==> src/rtl/sdram_pkg.sv <==
// sdram_pkg - definitions shared by the SDRAM controller blocks
// (arbiter, init, auto-refresh, read and write stages).
//   sdram_cmd_t     : 4-bit command {CS_n, RAS_n, CAS_n, WE_n}
//   CMD_*           : command encodings
//   *_DEF           : default timing constants in clock cycles (100 MHz)
//   *_state_t       : FSM state encodings, one per controller block
//   max2()          : helper for sizing counters that serve two delays
package sdram_pkg;

  typedef logic [3:0] sdram_cmd_t;

  localparam sdram_cmd_t CMD_NOP       = 4'b0111;
  localparam sdram_cmd_t CMD_PRECHARGE = 4'b0010;
  localparam sdram_cmd_t CMD_AREF      = 4'b0001;
  localparam sdram_cmd_t CMD_ACTIVE    = 4'b0011;
  localparam sdram_cmd_t CMD_READ      = 4'b0101;
  localparam sdram_cmd_t CMD_WRITE     = 4'b0100;
  localparam sdram_cmd_t CMD_MRS       = 4'b0000;

  localparam int TRP_DEF          = 2;
  localparam int TRC_DEF          = 7;
  localparam int REF_INTERVAL_DEF = 750;
  localparam int AREF_NUM_DEF     = 2;

  typedef enum logic [2:0] {
    ARB_IDLE, ARB_ARBIT, ARB_AREF, ARB_WRITE, ARB_READ
  } arbit_state_t;

  typedef enum logic [2:0] {
    INIT_WAIT, INIT_PRE, INIT_TRP, INIT_AREF, INIT_TRC, INIT_MRS, INIT_TMRD, INIT_END
  } init_state_t;

  typedef enum logic [2:0] {
    AREF_S_IDLE, AREF_S_PRE, AREF_S_WAIT_RP, AREF_S_AREF, AREF_S_WAIT_RC, AREF_S_END
  } aref_state_t;

  typedef enum logic [2:0] {
    RD_IDLE, RD_ACT, RD_TRCD, RD_CMD, RD_CL, RD_DATA, RD_PRE, RD_END
  } rd_state_t;

  typedef enum logic [2:0] {
    WR_IDLE, WR_ACT, WR_TRCD, WR_CMD, WR_DATA, WR_TWR, WR_PRE, WR_END
  } wr_state_t;

  function automatic int max2(input int a, input int b);
    return (a > b) ? a : b;
  endfunction

endpackage

==> src/rtl/sdram_aref_if.sv <==
// sdram_aref_if - signals between the auto-refresh stage and its
// neighbours (init block, arbiter, SDRAM command mux).
//   flag_init_end : init done (pulse or level)
//   ref_en        : refresh grant from arbiter (level)
//   ref_req       : refresh request to arbiter
//   flag_ref_end  : one-cycle pulse, refresh sequence complete
//   aref_cmd      : {CS_n, RAS_n, CAS_n, WE_n}
//   aref_ba       : bank address
//   aref_addr     : address bus (A10=1 on PRECHARGE-all)
// Request/grant: ref_req is a level held until the grant is taken; a grant is
// taken on the edge where ref_en=1 and ref_req=1 are both seen in IDLE.
// ref_en without a pending ref_req is ignored. The sequence then runs to
// completion regardless of ref_en and ends with a single flag_ref_end cycle.
interface sdram_aref_if;
  import sdram_pkg::*;

  logic        flag_init_end;
  logic        ref_en;
  logic        ref_req;
  logic        flag_ref_end;
  sdram_cmd_t  aref_cmd;
  logic [1:0]  aref_ba;
  logic [12:0] aref_addr;

  modport master (
    output flag_init_end, ref_en,
    input  ref_req, flag_ref_end, aref_cmd, aref_ba, aref_addr
  );

  modport slave (
    input  flag_init_end, ref_en,
    output ref_req, flag_ref_end, aref_cmd, aref_ba, aref_addr
  );

endinterface

==> src/rtl/sdram_aref.sv <==
// sdram_aref - SDRAM auto-refresh stage.
// After init completes, a free-running interval timer raises ref_req every
// REF_INTERVAL clocks. On grant, issues PRECHARGE-all, waits TRP, then issues
// AREF_NUM AUTO REFRESH commands spaced TRC apart, waits TRC after the last
// one and pulses flag_ref_end.
//   clk     : system clock
//   rstn    : synchronous active-low reset
//   aref    : sdram_aref_if slave modport (see interface header)
//   o_state : current sequence FSM state (debug)
module sdram_aref
  import sdram_pkg::*;
#(
  parameter int REF_INTERVAL = REF_INTERVAL_DEF,
  parameter int TRP          = TRP_DEF,
  parameter int TRC          = TRC_DEF,
  parameter int AREF_NUM     = AREF_NUM_DEF
) (
  input  logic        clk,
  input  logic        rstn,
  sdram_aref_if.slave aref,
  output aref_state_t o_state
);

  if (AREF_NUM < 1 || TRP < 1 || TRC < 1) begin : g_param_check
    $error("sdram_aref: AREF_NUM, TRP and TRC must all be >= 1");
  end

  localparam int INT_W = (REF_INTERVAL > 1) ? $clog2(REF_INTERVAL) : 1;
  localparam int CYC_W = $clog2(max2(TRP, TRC)) + 1;
  localparam int NUM_W = $clog2(AREF_NUM + 1);

  localparam logic [INT_W-1:0] INT_MAX = INT_W'(REF_INTERVAL - 1);
  localparam logic [CYC_W-1:0] RP_LAST = CYC_W'(TRP - 1);
  localparam logic [CYC_W-1:0] RC_LAST = CYC_W'(TRC - 1);
  localparam logic [NUM_W-1:0] NUM_MAX = NUM_W'(AREF_NUM);

  logic              r_init_done;
  logic [INT_W-1:0]  r_int;
  logic              r_ref_req;
  aref_state_t       r_state;
  aref_state_t       w_next;
  logic [CYC_W-1:0]  r_cyc;
  logic [NUM_W-1:0]  r_aref_cnt;
  sdram_cmd_t        r_cmd;
  logic [12:0]       r_addr;
  logic              r_flag;

  logic              w_wrap;
  logic              w_leave_idle;
  sdram_cmd_t        w_cmd;
  logic [12:0]       w_addr;

  assign w_wrap       = r_init_done && (r_int == INT_MAX);
  assign w_leave_idle = (r_state == AREF_S_IDLE) && (w_next != AREF_S_IDLE);

  // Next-state logic. r_cyc is 0 in the PRE/AREF cycle itself, so the wait
  // ends when it reaches delay-1. r_aref_cnt already includes the AREF just
  // issued once we are in WAIT_RC.
  always_comb begin
    w_next = r_state;
    case (r_state)
      AREF_S_IDLE:    if (aref.ref_en && r_ref_req) w_next = AREF_S_PRE;
      AREF_S_PRE:     w_next = (TRP == 1) ? AREF_S_AREF : AREF_S_WAIT_RP;
      AREF_S_WAIT_RP: if (r_cyc == RP_LAST) w_next = AREF_S_AREF;
      AREF_S_AREF: begin
        if (TRC > 1)
          w_next = AREF_S_WAIT_RC;
        else if (NUM_W'(r_aref_cnt + NUM_W'(1)) < NUM_MAX)
          w_next = AREF_S_AREF;
        else
          w_next = AREF_S_END;
      end
      AREF_S_WAIT_RC: begin
        if (r_cyc == RC_LAST)
          w_next = (r_aref_cnt < NUM_MAX) ? AREF_S_AREF : AREF_S_END;
      end
      AREF_S_END:     w_next = AREF_S_IDLE;
      default:        w_next = AREF_S_IDLE;
    endcase
  end

  // Outputs are decoded from the next state and registered, so the command
  // appears in the same cycle the FSM sits in the corresponding state.
  always_comb begin
    w_cmd  = CMD_NOP;
    w_addr = '0;
    case (w_next)
      AREF_S_PRE: begin
        w_cmd      = CMD_PRECHARGE;
        w_addr[10] = 1'b1;
      end
      AREF_S_AREF: w_cmd = CMD_AREF;
      default: ;
    endcase
  end

  always_ff @(posedge clk) begin
    if (!rstn) begin
      r_init_done <= 1'b0;
      r_int       <= '0;
      r_ref_req   <= 1'b0;
      r_state     <= AREF_S_IDLE;
      r_cyc       <= '0;
      r_aref_cnt  <= '0;
      r_cmd       <= CMD_NOP;
      r_addr      <= '0;
      r_flag      <= 1'b0;
    end else begin
      r_init_done <= r_init_done | aref.flag_init_end;

      // Free-running after init; a refresh never restarts the interval.
      if (!r_init_done || w_wrap)
        r_int <= '0;
      else
        r_int <= r_int + INT_W'(1);

      // Set has priority so a wrap on the grant edge is not lost.
      if (w_wrap)
        r_ref_req <= 1'b1;
      else if (w_leave_idle)
        r_ref_req <= 1'b0;

      r_state <= w_next;

      if (w_next == AREF_S_PRE || w_next == AREF_S_AREF)
        r_cyc <= '0;
      else if (r_cyc != '1)
        r_cyc <= r_cyc + CYC_W'(1);

      if (r_state == AREF_S_IDLE)
        r_aref_cnt <= '0;
      else if (r_state == AREF_S_AREF)
        r_aref_cnt <= r_aref_cnt + NUM_W'(1);

      r_cmd  <= w_cmd;
      r_addr <= w_addr;
      r_flag <= (w_next == AREF_S_END);
    end
  end

  assign aref.ref_req      = r_ref_req;
  assign aref.flag_ref_end = r_flag;
  assign aref.aref_cmd     = r_cmd;
  assign aref.aref_ba      = 2'b00;
  assign aref.aref_addr    = r_addr;
  assign o_state           = r_state;

endmodule
==> src/flat_wrapper.sv <==
// flat-port wrapper written by rule: the top's interface ports become plain ports
module sdram_aref_flat import sdram_pkg::*;
#(
  parameter int REF_INTERVAL = REF_INTERVAL_DEF,
  parameter int TRP          = TRP_DEF,
  parameter int TRC          = TRC_DEF,
  parameter int AREF_NUM     = AREF_NUM_DEF
)
  (clk, rstn, o_state, aref_flag_init_end, aref_ref_en, aref_ref_req, aref_flag_ref_end, aref_aref_cmd, aref_aref_ba, aref_aref_addr);
  sdram_aref_if aref_i ();
  input  logic clk;
  input  logic rstn;
  output aref_state_t o_state;
  input wire logic [$bits(aref_i.flag_init_end)-1:0] aref_flag_init_end;
  input wire logic [$bits(aref_i.ref_en)-1:0] aref_ref_en;
  output wire logic [$bits(aref_i.ref_req)-1:0] aref_ref_req;
  output wire logic [$bits(aref_i.flag_ref_end)-1:0] aref_flag_ref_end;
  output wire logic [$bits(aref_i.aref_cmd)-1:0] aref_aref_cmd;
  output wire logic [$bits(aref_i.aref_ba)-1:0] aref_aref_ba;
  output wire logic [$bits(aref_i.aref_addr)-1:0] aref_aref_addr;
  assign aref_i.flag_init_end = aref_flag_init_end;
  assign aref_i.ref_en = aref_ref_en;
  assign aref_ref_req = aref_i.ref_req;
  assign aref_flag_ref_end = aref_i.flag_ref_end;
  assign aref_aref_cmd = aref_i.aref_cmd;
  assign aref_aref_ba = aref_i.aref_ba;
  assign aref_aref_addr = aref_i.aref_addr;
  sdram_aref #(.REF_INTERVAL(REF_INTERVAL), .TRP(TRP), .TRC(TRC), .AREF_NUM(AREF_NUM)) u_core (.clk(clk), .rstn(rstn), .aref(aref_i), .o_state(o_state));
endmodule
==> config.mk <==
export PLATFORM = sky130hd
export DESIGN_NAME = sdram_aref_flat
export DESIGN_NICKNAME = d
export VERILOG_FILES = /design/src/rtl/sdram_pkg.sv /design/src/rtl/sdram_aref_if.sv /design/src/rtl/sdram_aref.sv /design/src/flat_wrapper.sv
export SDC_FILE = /design/constraint.sdc
export NUM_CORES = 1
export LEC_CHECK = 0
export ABC_AREA = 0
export BUFFER_PORTS_ARGS = -buffer_cell sky130_fd_sc_hd__buf_4
export CORE_MARGIN = 2
export CORE_UTILIZATION = 25
export DETAILED_ROUTE_END_ITERATION = 8
export PLACE_DENSITY_LB_ADDON = 0.05
export SLEW_MARGIN = 20
export SYNTH_ARGS = -nofsm -noshare
export SYNTH_HDL_FRONTEND = slang
export SYNTH_SLANG_ARGS = --single-unit
==> constraint.sdc <==
create_clock -name clk -period 1.6 [get_ports clk]
set_input_delay 0.24 -clock clk [delete_from_list [all_inputs] [get_ports clk]]
set_output_delay 0.24 -clock clk [all_outputs]
set_load 0.1 [all_outputs]
* Yosys cells after proc, flatten, opt, wreduce, memory -nomap -nowiden
Index checks and enable logic that the tools add are counted.
** Operators by class
- Add/subtract/negate cells :: 3
- Reductions and logical operators :: 12
- Bitwise logic cells :: 2
- Order comparisons :: 1
- Muxes and demuxes :: 9
- Eq/ne operators :: 11
** Operators with widths (number)
- $pmux W3 S5 :: 1
- $mux W3 :: 4
- $add A10 B1 Y10 const B :: 1
- $eq A10 B10 Y1 const B :: 1
- $eq A3 B2 Y1 const B :: 3
- $eq A3 B1 Y1 const B :: 2
- $eq A3 B3 Y1 const B :: 2
- $pmux W3 S2 :: 1
- $reduce_or A2 Y1 :: 3
- $add A4 B1 Y4 const B :: 1
- $eq A4 B1 Y1 const B :: 1
- $eq A4 B3 Y1 const B :: 1
- $ne A4 B4 Y1 const B :: 1
- $logic_and A1 B1 Y1 :: 3
- $logic_not A3 Y1 :: 1
- $mux W1 :: 3
- $reduce_bool A3 Y1 :: 1
- $add A2 B1 Y2 const B :: 1
- $logic_or A1 B1 Y1 :: 2
- $lt A2 B2 Y1 const B :: 1
- $reduce_bool A2 Y1 :: 1
- $logic_not A1 Y1 :: 1
- $not A1 Y1 :: 1
- $or A1 B1 Y1 :: 1
** Word-level totals
- Register bits after elaboration :: 39
- Word-level logic and storage cells :: 48
- Input port bits :: 4

* Depth between registers and ports, before layout
Gate-level depths: netlist of the first run.
- Depth after elaboration :: 8
- Gate-level depth with buffers :: 6
- Gate-level depth less buffers :: 6

* Worst setup path after synthesis of the first run
OpenSTA, ideal clock, no wires.
- Kind :: reg2reg
- Start point :: register u_core.r_state[1] (netlist: u_core.o_state[1])
- End point :: register u_core.r_cyc[3]
- Library setup time :: 0.127 ns
- Period minus slack after synthesis :: 2.010 ns
- Cell stages (with the launch flop) :: 6
- Arrival time :: 1.883 ns
- Path slack :: -0.410 ns
- Cell sequence :: dfxtp_1 > buf_2 > nor2b_1 > nand2_1 > a31oi_2 > nor4_2
** On the way
- Longest elaborated chain between the ends :: 5
- Elaborated cells on any way between the ends :: 13
** RTL lines
- from (decl) :: line sdram_aref.sv:40 : aref_state_t r_state;
- from (signal assigned) :: line sdram_aref.sv:123 : r_state <= w_next;
- $eq A3 B3 Y1, or another cell as far along :: line sdram_aref.sv:61 : case (r_state)
- $pmux W3 S5 (*) :: line sdram_aref.sv:61
- $eq A3 B1 Y1 or $eq A3 B2 Y1 (tied branches) :: line sdram_aref.sv:125 : if (w_next == AREF_S_PRE || w_next == AREF_S_AREF)
- $logic_or A1 B1 Y1 (*) :: line sdram_aref.sv:125
- $reduce_or A2 Y1 (no line) (*)
- to (signal assigned) :: line sdram_aref.sv:128 : r_cyc <= r_cyc + CYC_W'(1);
- to (decl) :: line sdram_aref.sv:42 : logic [CYC_W-1:0] r_cyc;
Every way passes the cells marked *; elsewhere a longest branch is shown, timed or not.
A chain may end at the register's enable or synchronous reset.

* Worst setup path in the final report of the first run
- Start point :: register u_core.r_cyc[0]
- End point :: register u_core.r_state[1] (netlist: u_core.o_state[1])
** On the way
- Longest elaborated chain between the ends :: 3
- Elaborated cells on any way between the ends :: 5
** RTL lines (line)
- $eq A4 B3 Y1 or $eq A4 B1 Y1 (tied branches) :: sdram_aref.sv:74, sdram_aref.sv:64
- $mux W3, on equally long branches :: sdram_aref.sv:74, sdram_aref.sv:64
- $pmux W3 S5 (*) :: sdram_aref.sv:61
Marked as above.

==> qor.txt, run 1 <==
Seq/Total Area, Yosys = 39.73%
setup_tns = 0 ns
mapped cell area = 0.001310 sq mm
Hold/Removal Path Class = in2reg
Die X = 76.39 microns
gr usage total = 8.784%
final wirelength = 2449 microns
Syn-to-layout area delta = 15.09%
CTS root buffer = clkbuf_8
Max FO, Critical Path = 3
sequential share of power = 46.5%
Post-synth ARST share = 0%
Leak = 0.5958 nW
DR iter-0 viols = 40
# H-tree levels = 1
Synth Area per Inst = 9.225 sq um
met2 Use GR = 13.36%
Critical Path AT = 1.68 ns
vias in the first global route = 875
io pins = 28
prevailing post-synth register cell = dfxtp_1
clock transition at the registers of the reported paths = 0.10 ns
hold_buf cts = 0
DRC Markers = 0
Net Sw Frac = 28.77%
maximum vdd drop = 0.2842 mV
via count = 949
worst r2r src = u_core.r_cyc[0]
synthesis-stage register bit count = 26
row count = 26
CP startpoint kind = register
net switching power = 0.0004112 W
post-synth top area share = 39.73%
total CTS buffers = 3
WL per Instance = 10.84 microns
Die Area = 0.005835 sq mm
Hold Path Origin = aref_flag_init_end
gpl congestion = 0.6405
minimum clock period = 1.508 ns
clock power share = 38.7%
met1 Resource Use GR = 11.82%
share of cells above drive strength 1 = 19.23%
pin count of the biggest net entering global routing = 16
run status = finished clean
Hold Slack = 0.1710 ns
Vias/cell = 4.199
Area contributors post-synth = dfxtp_1 40%, buf_4 8.6%, xor2_1 5.3%
max-capacitance violation count = 0
CTS Buffer Depth = 2
grt ovf = 0
P_int = 0.001018 W
grt peak-use layer = met2
initial antenna violation count = 0
First-pass DRT Iterations = 4
setup violators final = 0
Yosys cell types = 41
Cells after Synth = 142
Synthesis Warnings = 0
fin crit share = 94.24%
pwr dens = 948.0 mW/mm^2
initial core utilization = 25.81%
Buffers on Ports = 12
CP Data Required Time = 1.78 ns
first-pass GRT wire length = 4140 microns
worst hold path depth = 3
Final nets = 166
dpl hpwl = 1841 microns
number of setup buffers added after CTS = 0
CTS tree = built
Reg area = 531.8 sq um
most numerous cell in the Yosys netlist = dfxtp_1
Worst Hold End = u_core.r_init_done
combined area of the multi-input logic cells = 685.7 sq um
Setup Skew = 0.005119 ns
CTS sink count = 26
overall die height = 76.39 microns
logic gate share of total power = 14.8%
Post-synth top cells = 26 x dfxtp_1, 17 x nor2_1, 15 x buf_4, 8 x xor2_1
Clock Latency Late Sink = 0.27 ns
Worst Reg-to-Reg Cells = 6
EDFF count, synth = 0
core box area = 0.005075 sq mm
Critical R2R Capture = u_core.o_state[1]
antenna viol nets, final = 0
fill count = 577
endpoints failing hold = 0
top cell type by total area after synthesis = dfxtp_1
grt met3 use = 2.133%
Slew Limit Fails = 0
Crit. End Element = register
diode count = 0
setup slack, reg-to-reg = 0.09 ns
RSZ-0062 raised after global routing = false
WS Path Type = reg2reg
fmax = 663.2 MHz
## critical path: stages (launching register included)
cell	delay [ns]
dfxtp_2	0.36
inv_1	0.04
ha_1	0.20
and4bb_1	0.24
and3b_1	0.17
o31a_1	0.25
and2_1	0.15
## registers in the layout, summed over array words and instances, names as in the netlist
name and count:
u_core.r_aref_cnt 2, u_core.r_init_done 1, u_core.o_state 3, u_core.aref.flag_ref_end 1
u_core.aref.aref_addr 1, u_core.aref.aref_cmd 3, u_core.aref.ref_req 1, u_core.r_cyc 4
u_core.r_int 10
## per-layer routing
layer | up-vias | part of all wire [%]
li1 | 480 | -
met1 | 435 | 50
met2 | 32 | 43
met3 | 2 | 5.8
met4 | 0 | 0.98
met5 | - | 0
## stage by stage
step / area [sq um] / instances / total power, W / util (%) / worst slack, ns
5_1_grt: 1508 / 226 / 0.001495 / 29.71 / 0.01288
3_5_place_dp: 1435 / 222 / 0.0008920 / 28.28 / 0.07254
3_3_place_gp: 1435 / 222 / 0.0008930 / 28.28 / 0.07716
6_report: 1508 / 226 / 0.001429 / 29.71 / 0.09210
4_1_cts: 1506 / 226 / 0.001453 / 29.68 / 0.05471
2_1_floorplan: 1373 / 156 / 0.0008931 / - / 0.02342
## final cells by class
cell class / count / share of cell area, %
multi-input combinational: 106 / 45.48
timing repair buffer: 15 / 7.469
clock buffer: 3 / 2.739
inverter: 5 / 1.245
tap: 70 / 5.809
clock inverter: 1 / 1.992
sequential: 26 / 35.27
## logic make-up (layout without fill, tap and decap cells)
group	count (synthesis)	count (layout)	share of synthesized area [%]
adder cells (fa/ha/maj)	5	5	4.776
AND/OR/NAND/NOR	58	58	25.50
XOR/XNOR	10	10	6.686
AO/OA/AOI/OAI	18	18	11.08
buffers and inverters	24	24	11.94
other	1	15	0.2863
flip-flops	26	26	39.73
## worst max-delay path by stage
stage	cells after the start	startpoint	end	slack (ns)
floorplan	5	u_core.o_state[0]	u_core.r_cyc[3]	0.02
global placement	6	u_core.r_cyc[0]	u_core.o_state[1]	0.08
detailed placement	6	u_core.r_cyc[0]	u_core.o_state[1]	0.07
CTS	6	u_core.r_cyc[0]	u_core.o_state[1]	0.05
global route	4	u_core.o_state[0]	u_core.r_cyc[0]	0.01
finish	6	u_core.r_cyc[0]	u_core.o_state[1]	0.09
## power by group through the flow
stage / Combinational [W] / Clock [W] / Sequential [W]
finish: 0.000212 / 0.000552 / 0.000665
global placement: 0.000213 / 0 / 0.000680
detailed placement: 0.000212 / 0 / 0.000680
CTS: 0.000213 / 0.000576 / 0.000665
floorplan: 0.000213 / 0 / 0.000680
global route: 0.000221 / 0.000606 / 0.000668
## cells in the final DEF, fill, tap and decap left out, types with 2 or more instances in the layout
cell type	netlist	routed
dfxtp_1	26	21
nor2_1	17	17
conb_1	1	15
buf_4	15	15
xor2_1	8	8
nand2_1	7	7
o21ai_0	7	7
nor2b_1	5	5
nand4_1	5	5
ha_1	5	5
inv_1	4	4
and2_1	4	4
nand3_1	3	3
clkbuf_8	0	3
dfxtp_2	0	3
nand4b_1	2	2
nand3b_1	2	2
xnor2_1	2	2
nor3_1	2	2
and3_1	2	2
a21oi_1	2	2
dfxtp_4	0	2
## repair_timing
action	in CTS	in global routing
resized for setup	0	1
endpoints found under the hold margin	0	0
endpoints found under the setup margin	0	2
No activity file was read; power rests on OpenSTA's default activity.
==> run 2: changes to the inputs <==
--- a/config.mk
+++ b/config.mk
@@ -7,9 +7,11 @@
 export LEC_CHECK = 0
 export ABC_AREA = 0
 export BUFFER_PORTS_ARGS = -buffer_cell sky130_fd_sc_hd__buf_4
+export CAP_MARGIN = 10
 export CORE_MARGIN = 2
-export CORE_UTILIZATION = 25
+export CORE_UTILIZATION = 48
 export DETAILED_ROUTE_END_ITERATION = 8
+export MAX_ROUTING_LAYER = met4
 export PLACE_DENSITY_LB_ADDON = 0.05
 export SLEW_MARGIN = 20
 export SYNTH_ARGS = -nofsm -noshare
==> run 2 against run 1 <==
  * Wire length down 10%
  * Die area down 46%
  * Count of clock-buffer cells in the layout up 1
  * Register-to-register slack worse by 0.03 ns
  * Sequential share of layout area up 1.9 points
==> qor.txt, run 2 (synthesis results as in run 1) <==
via count = 934
fmax = 651.3 MHz
Reg area = 533.0 sq um
max FFs per register = 10
final wirelength = 2200 microns
DR iter-0 viols = 20
Max FO, Critical Path = 3
worst r2r src = u_core.r_cyc[0]
CTS Buffer Depth = 2
Hold Path Origin = aref_flag_init_end
Hold Slack = 0.1040 ns
First-pass DRT Iterations = 4
share of cells above drive strength 1 = 19.48%
initial antenna violation count = 0
Max stage delay on crit path = 0.37 ns
Hold/Removal Path Class = in2reg
Final nets = 164
hold_buf cts = 0
biggest regs = u_core.r_int: 10 flops, u_core.r_cyc: 4 flops
Slew Limit Fails = 0
combined area of the multi-input logic cells = 700.7 sq um
core box area = 0.002522 sq mm
DRC Markers = 0
CP Data Required Time = 1.84 ns
CTS root buffer = clkbuf_4
antenna viol nets, final = 0
RSZ-0062 raised after global routing = false
gpl congestion = 0.6880
Buffers on Ports = 12
CP Buf/Inv Count = 1
maximum vdd drop = 0.5290 mV
Clock Latency Late Sink = 0.33 ns
io pins = 28
critical path's slowest cell = dfxtp_2
Leak = 0.5801 nW
critical path's top delay family = simple AND/OR/NAND/NOR gates
cell area after layout = 0.001435 sq mm
Setup Skew = 0.006984 ns
Top reg by flops = u_core.r_int
commonest non-fill, non-tap cell in the layout = dfxtp_1
Vias/cell = 5.076
run status = finished clean
crit-path cells = inv_1, ha_1, and4bb_1, and3b_1, o31a_1, and2_1
Crit. End Element = register
setup slack, reg-to-reg = 0.06 ns
WL per Instance = 11.96 microns
minimum clock period = 1.536 ns
setup violators final = 0
total CTS buffers = 3
setup_tns = 0 ns
CTS tree = built
max-capacitance violation count = 0
initial core utilization = 51.93%
Die X = 56.24 microns
Worst Reg-to-Reg Cells = 6
Critical R2R Capture = u_core.o_state[1]
diode count = 0
Worst Hold End = u_core.r_init_done
post-layout util = 56.89%
Total Power = 0.001273 W
endpoints failing hold = 0
CTS sink count = 26
fill count = 238
dpl hpwl = 1621 microns
pwr dens = 886.8 mW/mm^2
first-pass GRT wire length = 3815 microns
Die Area = 0.003163 sq mm
fin crit share = 95.97%
gr usage total = 15.66%
pin count of the biggest net entering global routing = 16
WS Path Type = reg2reg
Critical Path AT = 1.78 ns
grt ovf = 0
Syn-to-layout area delta = 9.551%
overall die height = 56.24 microns
cell area after placement = 0.001370 sq mm
most frequent cells in the layout = 20 x dfxtp_1, 17 x nor2_1, 15 x conb_1
worst hold path depth = 3
CP startpoint kind = register
# H-tree levels = 1
clock transition at the registers of the reported paths = 0.15 ns
vias in the first global route = 855
row count = 18
==> run 2: changes by cell type in the layout (fill, tap and decap cells not counted), sizes merged <==
cell	previous run	this run
bufinv	1	0
buf	15	13
clkbuf	3	4
==> run 2: cell type report <==
class	instances	area share, %
tap	30	2.616
clock buffer	4	3.313
inverter	5	1.308
multi-input combinational	106	48.82
timing repair buffer	13	6.800
sequential	26	37.14
==> run 2: repair_timing <==
item	4_1_cts	5_1_grt
setup endpoints to repair	0	10
resized for setup	0	4
setup buffers	0	0
==> run 2: worst reg2reg max path, cell delays in order (launching register included) <==
cell      delay [ns]
dfxtp_2         0.37
inv_1           0.05
ha_1            0.20
and4bb_1        0.24
and3b_1         0.18
o31a_1          0.26
and2_1          0.15
==> run 2: routing by layer <==
layer | up-vias | track usage (%) | part of all wire (%)
met5 | - | - | 0
met4 | 0 | 5.102 | 0.73
met3 | 4 | 3.023 | 4.8
met2 | 25 | 24.71 | 43
met1 | 425 | 20.20 | 51
li1 | 480 | - | -
==> run 2: where the power goes <==
part | internal, W | switching (W)
registers | 0.000656 | 0.0000139
clock network | 0.000191 | 0.000208
logic | 0.0000253 | 0.000179
==> run 2: how the worst max path moves through the flow <==
stage                      start                 to  slack [ns]  cells after the start
4_1_cts          u_core.r_cyc[0]  u_core.o_state[1]        0.03                      6
5_1_grt          u_core.r_cyc[0]  u_core.o_state[1]        0.01                      6
3_5_place_dp     u_core.r_cyc[0]  u_core.o_state[1]        0.05                      6
2_1_floorplan  u_core.o_state[0]    u_core.r_cyc[3]        0.02                      5
6_report         u_core.r_cyc[0]  u_core.o_state[1]        0.06                      6
3_3_place_gp     u_core.r_cyc[0]  u_core.o_state[1]        0.09                      6
==> run 2: metrics by stage <==
step	instances	setup WS, ns
global route	184	0.01002
CTS	184	0.02512
finish	184	0.06450
global placement	180	0.08926
detailed placement	180	0.04889
floorplan	156	0.02342
==> run 3: changes to the inputs <==
--- a/config.mk
+++ b/config.mk
@@ -8,11 +8,14 @@
 export ABC_AREA = 0
 export BUFFER_PORTS_ARGS = -buffer_cell sky130_fd_sc_hd__buf_4
 export CAP_MARGIN = 10
+export CELL_PAD_IN_SITES_DETAIL_PLACEMENT = 0
+export CELL_PAD_IN_SITES_GLOBAL_PLACEMENT = 1
 export CORE_MARGIN = 2
-export CORE_UTILIZATION = 48
+export CORE_UTILIZATION = 36
 export DETAILED_ROUTE_END_ITERATION = 8
 export MAX_ROUTING_LAYER = met4
 export PLACE_DENSITY_LB_ADDON = 0.05
+export SKIP_LAST_GASP = 1
 export SLEW_MARGIN = 20
 export SYNTH_ARGS = -nofsm -noshare
 export SYNTH_HDL_FRONTEND = slang
==> run 3 against run 2 <==
  * First-iteration DRC count increased by 110%
  * Register-to-register slack improved by 0.02 ns
  * Count of clock-buffer cells in the layout decreased by 1
  * Combinational power increased by 2%
  * Worst setup slack improved by 0.016 ns
  * Global-route usage decreased by 3.7 points
==> qor.txt, run 3 (synthesis results as in run 1) <==
initial core utilization = 38.35%
core box area = 0.003416 sq mm
max FFs per register = 10
Die X = 64.33 microns
Die Area = 0.004138 sq mm
post_cts resized = 0
RSZ-0062 raised after global routing = true
Final nets = 166
share of cells above drive strength 1 = 19.23%
Setup crit start = u_core.r_cyc[0]
endpoints failing hold = 0
Leak = 0.5893 nW
fmax = 658.3 MHz
fin crit share = 94.94%
run status = finished clean
clock transition at the registers of the reported paths = 0.15 ns
Max stage delay on crit path = 0.37 ns
critical path's slowest cell = dfxtp_2
CTS Buffer Depth = 2
most frequent cells in the layout = 21 x dfxtp_1, 17 x nor2_1, 15 x conb_1, 15 x buf_4, 8 x xor2_1
final wirelength = 2193 microns
Crit. End Element = register
Top reg by flops = u_core.r_int
pwr dens = 900.8 mW/mm^2
via count = 934
Hold/Removal Path Class = in2reg
DR iter-0 viols = 43
grt ovf = 0
gpl congestion = 0.6819
row count = 21
Max FO, Critical Path = 3
CTS root buffer = clkbuf_4
Hold Slack = 0.1288 ns
overall die height = 64.33 microns
DRC Markers = 0
WL per Instance = 10.86 microns
setup violators final = 0
cell area after layout = 0.001468 sq mm
first-pass GRT wire length = 3864 microns
Syn-to-layout area delta = 12.03%
Buffers on Ports = 12
worst r2r src = u_core.r_cyc[0]
Clock Latency Late Sink = 0.32 ns
Vias/cell = 4.624
minimum clock period = 1.519 ns
Slew Limit Fails = 0
cell area after placement = 0.001405 sq mm
max-capacitance violation count = 0
Total Power = 0.001322 W
gr usage total = 11.99%
dpl hpwl = 1690 microns
hold_buf cts = 0
worst setup margin = 0.08092 ns
First-pass DRT Iterations = 4
number of setup buffers added after CTS = 0
CTS sink count = 26
io pins = 28
commonest non-fill, non-tap cell in the layout = dfxtp_1
Critical Path AT = 1.74 ns
WS Path Type = reg2reg
maximum vdd drop = 0.3331 mV
CTS tree = built
pin count of the biggest net entering global routing = 16
initial antenna violation count = 0
DP Worst Slack = 0.05739 ns
vias in the first global route = 883
biggest regs = u_core.r_int: 10 flops, u_core.r_cyc: 4 flops
crit-path cells = inv_1, ha_1, and4bb_1, and3b_1, o31a_1, and2_1
CP Data Required Time = 1.82 ns
total CTS buffers = 3
antenna viol nets, final = 0
# H-tree levels = 1
diode count = 0
Setup Skew = 0.008358 ns
CP startpoint kind = register
Hold Path Origin = aref_flag_init_end
-- run 3: cell types whose count changed in the layout (fill, tap and decap cells not counted), sizes merged --
cell    delta
buf        +2
bufinv     +1
clkbuf     -1
-- run 3: metal layers --
layer  track usage (%)  routed length (microns)  up-vias  part of all wire (%)
met1             14.84                     1032      421                    47
met5                 -                        0        -                     0
li1                  -                        -      480                     -
met2             19.92                     1014       33                    46
met3             2.465                      146        0                   6.7
met4             3.191                        0        0                     0
-- run 3: power breakdown --
part	internal [W]	switching [W]	total, W
sequential	0.000655	0.0000115	0.000666
combinational	0.0000274	0.000181	0.000209
clock	0.000253	0.000194	0.000447
total	0.000935	0.000387	0.00132
-- run 3: critical path: cells and delay by family, from the launching register on --
family | cells | cell delay (ns)
flip-flops | 1 | 0.37
AND/OR/NAND/NOR | 3 | 0.56
adder cells (fa/ha/maj) | 1 | 0.20
buffers and inverters | 1 | 0.04
AO/OA/AOI/OAI | 1 | 0.24
-- run 3: through the flow --
stage               setup TNS (ns)  cells  util, %
CTS                              0    202    42.67
global route              -0.01236    202    42.97
detailed placement               0    198    41.14
floorplan                        0    156        -
global placement                 0    198    41.14
finish                           0    202    42.97
-- run 3: cell type report --
cell class / instances / area [sq um]
well taps: 46 / 57.56
inverters: 5 / 18.77
clock inverters: 1 / 30.03
multi-input cells: 106 / 694.4
repair buffers: 15 / 112.6
flip-flops and latches: 26 / 531.8
clock buffers: 3 / 22.52
fillers: 372 / 1948
-- run 3: path summary, 6_finish.rpt --
| kind | depth (start not counted) | slack [ns] | endpoint |
|---|---|---|---|
| worst min register to register | 1 | 0.50 | u_core.r_int[0] |
| worst max-delay path | 6 | 0.08 | u_core.o_state[1] |
| worst min-delay path | 3 | 0.13 | u_core.r_init_done |
| worst max register to register | 6 | 0.08 | u_core.o_state[1] |
